===== src/rtl/l0_loader.sv =====
// Fetch stage that streams consecutive activation vectors from the activation SRAM into L0.
// A 3-entry credit-managed queue absorbs SRAM read latency and L0 back-pressure.
module l0_loader #(
  parameter int row    = 8,
  parameter int bw     = 4,
  parameter int addr_w = 11
) (
  input  logic                clk,
  input  logic                reset,
  input  logic                start,
  input  logic [addr_w-1:0]   base_addr,
  input  logic [addr_w:0]     num_vec,
  output logic                mem_cen,
  output logic                mem_wen,
  output logic [addr_w-1:0]   mem_addr,
  input  logic [row*bw-1:0]   mem_q,
  output logic [row*bw-1:0]   l0_in,
  output logic                l0_wr,
  input  logic                l0_full,
  output logic                busy,
  output logic                done
);

  localparam int dw = row * bw;

  typedef enum logic [1:0] {IDLE, FETCH, DRAIN, DONE} state_t;

  state_t            state, next_state;
  logic [addr_w-1:0] base_q;
  logic [addr_w:0]   num_q;
  logic [addr_w:0]   issued;
  logic [addr_w:0]   written;
  logic              inflight;
  logic [dw-1:0]     fifo [3];
  logic [1:0]        wr_ptr, rd_ptr;
  logic [1:0]        count;
  logic              issue;

  // Credit counts both queued entries and the read whose data lands next cycle.
  assign issue = (state == FETCH) && (issued < num_q) &&
                 (({1'b0, count} + {2'b00, inflight}) < 3'd3);

  assign l0_wr    = (count != 2'd0) && !l0_full;
  assign l0_in    = (count != 2'd0) ? fifo[rd_ptr] : '0;
  assign mem_cen  = !issue;
  assign mem_wen  = 1'b1;
  assign mem_addr = issue ? base_q + issued[addr_w-1:0] : '0;
  assign busy     = (state != IDLE);
  assign done     = (state == DONE);

  // NOTE: every output of a combinational block gets a default first, otherwise paths that skip an assignment infer latches.
  always_comb begin
    next_state = state;
    unique case (state)
      IDLE:  if (start) next_state = (num_vec == '0) ? DONE : FETCH;
      FETCH: if (issue && (issued + 1'b1 == num_q)) next_state = DRAIN;
      DRAIN: if (l0_wr && (written + 1'b1 == num_q)) next_state = DONE;
      DONE:  next_state = IDLE;
      default: next_state = IDLE;
    endcase
  end

  // NOTE: sequential state uses non-blocking assignments so every register samples pre-edge values.
  always_ff @(posedge clk) begin
    if (reset) begin
      state    <= IDLE;
      base_q   <= '0;
      num_q    <= '0;
      issued   <= '0;
      written  <= '0;
      inflight <= 1'b0;
      wr_ptr   <= '0;
      rd_ptr   <= '0;
      count    <= '0;
    end else begin
      state    <= next_state;
      inflight <= issue;
      if (state == IDLE && start) begin
        base_q  <= base_addr;
        num_q   <= num_vec;
        issued  <= '0;
        written <= '0;
      end else begin
        if (issue) issued  <= issued + 1'b1;
        if (l0_wr) written <= written + 1'b1;
      end
      if (inflight) wr_ptr <= (wr_ptr == 2'd2) ? 2'd0 : wr_ptr + 2'd1;
      if (l0_wr)    rd_ptr <= (rd_ptr == 2'd2) ? 2'd0 : rd_ptr + 2'd1;
      unique case ({inflight, l0_wr})
        2'b10:   count <= count + 2'd1;
        2'b01:   count <= count - 2'd1;
        default: count <= count;
      endcase
    end
  end

  // NOTE: queue storage has no reset; count gates every read, so stale contents are never observed.
  always_ff @(posedge clk) begin
    if (inflight) fifo[wr_ptr] <= mem_q;
  end

endmodule


===== config.mk =====
export PLATFORM = sky130hd
export DESIGN_NAME = l0_loader
export DESIGN_NICKNAME = d
export VERILOG_FILES = /design/src/rtl/l0_loader.sv
export SDC_FILE = /design/constraint.sdc
export NUM_CORES = 1
export LEC_CHECK = 0
export CORE_MARGIN = 2
export CORE_UTILIZATION = 30
export CTS_CLUSTER_SIZE = 14
export DETAILED_ROUTE_END_ITERATION = 10
export PLACE_DENSITY_LB_ADDON = 0.2
export SETUP_SLACK_MARGIN = 0.15
export SYNTH_ARGS = -nofsm -noshare
export SYNTH_HDL_FRONTEND = slang
export SYNTH_SLANG_ARGS = --single-unit

===== constraint.sdc =====
create_clock -name clk -period 8 [get_ports clk]
set_input_delay 0.8 -clock clk [delete_from_list [all_inputs] [get_ports clk]]
set_output_delay 0.8 -clock clk [all_outputs]
set_load 0.03 [all_outputs]

==> summary.md <==
| Metric | Value |
|---|---|
| Outcome | finished, final reports clean |
| Hold Violations, Final | 0 |
| Fin crit share | a little under three fifths |
| Final std cells w/o fill | 1143 |
| CTS tree | yes |
| Final Setup Violations | 0 |
| Dpl cells | 1111 |
| # hold bufs at CTS | 0 |
| CTS root buf | clkbuf_16 |
| Die area | around 0.026 mm² |
| Rel. slew slack | 28.5% |
| Total CTS buffers | 17 |
| Minimum clock period | 4.58 ns |
| Worst setup SP type | flip-flop |
| Unrepaired setup endpoints after global routing | no |
| Pre-antenna DRT Iters | 6 |
| FF-to-FF path depth | 8 |
| Total chip power | approximately 2500 µW |
| Synthesis warning total | 0 |
| DR vias/cell | 4.56 |
| First-pass GRT wire length | around 28000 µm |
| Port bufs | ~110 |
| Crit end category | output port |
| Number of synthesized flops with an enable pin | 96 |
| Num rows | 57 |
| Post-DP HPWL | approximately 11000 µm |
| Post-synth top area share | 38.9% |
| Post-CTS Setup Inserts | 0 |
| Largest net degree at the start of global routing | 65 |
| Antenna fix cells | 0 |
| Hold Path Depth | 2 |
| Tot GR Track Use | between 10% and 20% |
| Max Fclk | ~220 MHz |
| Max-slew violations | 0 |
| Core Box Area | roughly 0.024 mm² |
| IR drop worst, VDD | between 0.15 and 0.2 mV |
| Depth of the CTS H-tree | 4 |
| Sequential share of the synthesized area | a little over half |
| DRT iter0 DRCs | 178 |
| Placer congestion estimate | approximately 0.76 |
| Slew @ Worst Pin | roughly 1.1 ns |
| Max_cap viols | 0 |
| Layout area overhead | 26.6% |
| Worst-path clk slew | approximately 0.07 ns |
| Final Util | just under 40% |
| Fin Setup TNS | 0 ns |
| Syn Nets | 804 |
| Final setup skew | 0.0143 ns |
| Grt total ovfl | 0 |
| Clock sink count | about 150 |
| Fin Hold WS | approximately 0.46 ns |
| Skew-Pair Late Insertion Delay | roughly 0.43 ns |
| Die Span Y | approximately 160 µm |
| Flop2flop setup slack | roughly 4.9 ns |
| Reg2reg end | state[1]$_SDFFE_PP0P_ |
| Critical path class | reg -> out |
| Share of cells above drive strength 1 | 6.59% |
| Async set-reset flop share out of synthesis | 0% |
| Hold path startpoint | num_q[3]$_SDFFE_PP0P_ |
| Mapped Area | 0.00742 mm² |
| DRC viols | 0 |
| Layout Nets | 898 |
| Hold endpoint | num_q[3]$_SDFFE_PP0P_ |
| Clock Path Buffers | 2 |
| Post-Syn Instances | 712 |
| Die Width | 161 µm |
| Final wirelength | about 17000 µm |
| Starting density of the core | a little under a third |
| Predominant post-synthesis flop cell | edfxtp_1 |
| Yosys reg bits | approximately 150 |
| Io pins | 107 |
| Static Leakage | 0.00326 µW |
| CP Max Fanout | 5 |
| Drt wl/cell | approximately 15 µm |
| Synth Area per Inst | between 10 and 15 µm² |
| Via count | between 5000 and 6000 |
| CP required | about 7.2 ns |
| Pwr dens | 271 mW/mm² |
| Post-synthesis cell type count | 52 |
| Hold Path Class | reg -> reg |
| Top post-synthesis cells by area | edfxtp_1, dfxtp_1, nor2_1 |
| Crit path DAT | between 3 and 4 ns |
| Initial antenna violation count | 0 |
| Vias in the first global route | 5162 |
| Reg2reg start | issued[2]$_SDFFE_PP0P_ |
| Post-route ant nets | 0 |
| Filler Cells Inserted | between 2000 and 2500 |
| Post-cts resize count | 0 |
| Area leader, netlist | edfxtp_1 |
[cells by family (layout without fill, tap and decap cells)]
kind of cell             after synthesis  after routing  share of synthesized area, %
multiplexers                          36             36                          4.86
XOR/XNOR                              66             66                          7.89
AND/OR/NAND/NOR                      253            253                          14.9
buffers and inverters                 62            169                          3.52
adder cells (fa/ha/maj)               34             34                          5.80
other                                  1              1                        0.0506
AO/OA/AOI/OAI                        106            106                          8.43
flip-flops                           154            154                          54.5
[layout make-up]
type	count	area (µm²)	share of cell area (%)
clock buffers	18	429	4.57
multi-input cells	496	3130	33.4
clock inverters	14	176	1.88
flip-flops and latches	154	4050	43.1
inverters	24	90.1	0.959
well taps	324	405	4.32
repair buffers	113	1110	11.8
[Yosys cell counts (all sizes together), types with 6 or more instances]
master  instances
a21oi          74
buf            13
clkbuf         25
dfxtp          58
edfxtp         96
ha             32
inv            24
mux2i          36
nand2          70
nand3          11
nand4           6
nor2          117
nor3           16
nor4           11
xnor2          46
xor2           20
[placed cells by master, fill, tap and decap left out, drive strengths merged, types with 4 or more instances in the layout]
cell and n:
nor2 117, a21oi 74, nor4 11, inv 33, or2 4, clkbuf 18, dfxtp 58, nand2 70
edfxtp 96, mux2i 36, xor2 20, xnor2 46, buf 8, a21o 5, nor3 16, nand3 11
o21ai 4, ha 32, clkdlybuf4s50 105, nand4 6
[report_power, final]
group          switching [µW]  internal (µW)  leakage (µW)
Clock                     355            474      0.000294
Sequential               42.4            910       0.00134
Combinational             468            294       0.00163
[metrics by stage]
| step | worst slack (ns) | instance area (µm²) |
|---|---|---|
| finish | 3.42 | 9390 |
| global placement | 3.84 | 8790 |
| global route | 3.00 | 9390 |
| detailed placement | 3.85 | 8790 |
| CTS | 3.37 | 9390 |
| floorplan | 4.55 | 7420 |
[critical path: stages (launching register included)]
cell and delay [ns]:
dfxtp_1 0.37, ha_1 0.23, fa_1 0.40, a21o_1 0.18, a21oi_1 0.21, o21bai_1 0.13, a2111oi_0 0.71, o31ai_1 0.20
xnor2_1 0.16, nor2_1 0.09, clkdlybuf4s50_1 0.68
[per-layer routing]
layer	part of all wire [%]	up-vias	global-route usage, %
met1	49	2428	18.1
li1	-	2658	-
met2	45	113	21.6
met4	0.99	0	3.49
met3	4.2	12	3.26
met5	0	-	0
[how the worst max path moves through the flow]
stage                      startpoint           end  depth (start not counted)  slack [ns]
2_1_floorplan  issued[0]$_SDFFE_PP0P_  mem_addr[10]                          9        4.55
3_3_place_gp   issued[0]$_SDFFE_PP0P_  mem_addr[10]                         10        3.84
3_5_place_dp   issued[0]$_SDFFE_PP0P_  mem_addr[10]                         10        3.85
4_1_cts        issued[0]$_SDFFE_PP0P_  mem_addr[10]                         10        3.37
5_1_grt        issued[0]$_SDFFE_PP0P_  mem_addr[10]                         10        3.00
6_report       issued[0]$_SDFFE_PP0P_  mem_addr[10]                         10        3.42
[state kept, by name, summed over array words and instances (netlist names), 2 cells and up, named ones only]
signal,cells
written,12
num_q,12
wr_ptr,2
fifo,96
count,2
rd_ptr,2
issued,12
state,2
base_q,11
Power figures use the tool's default switching activity.
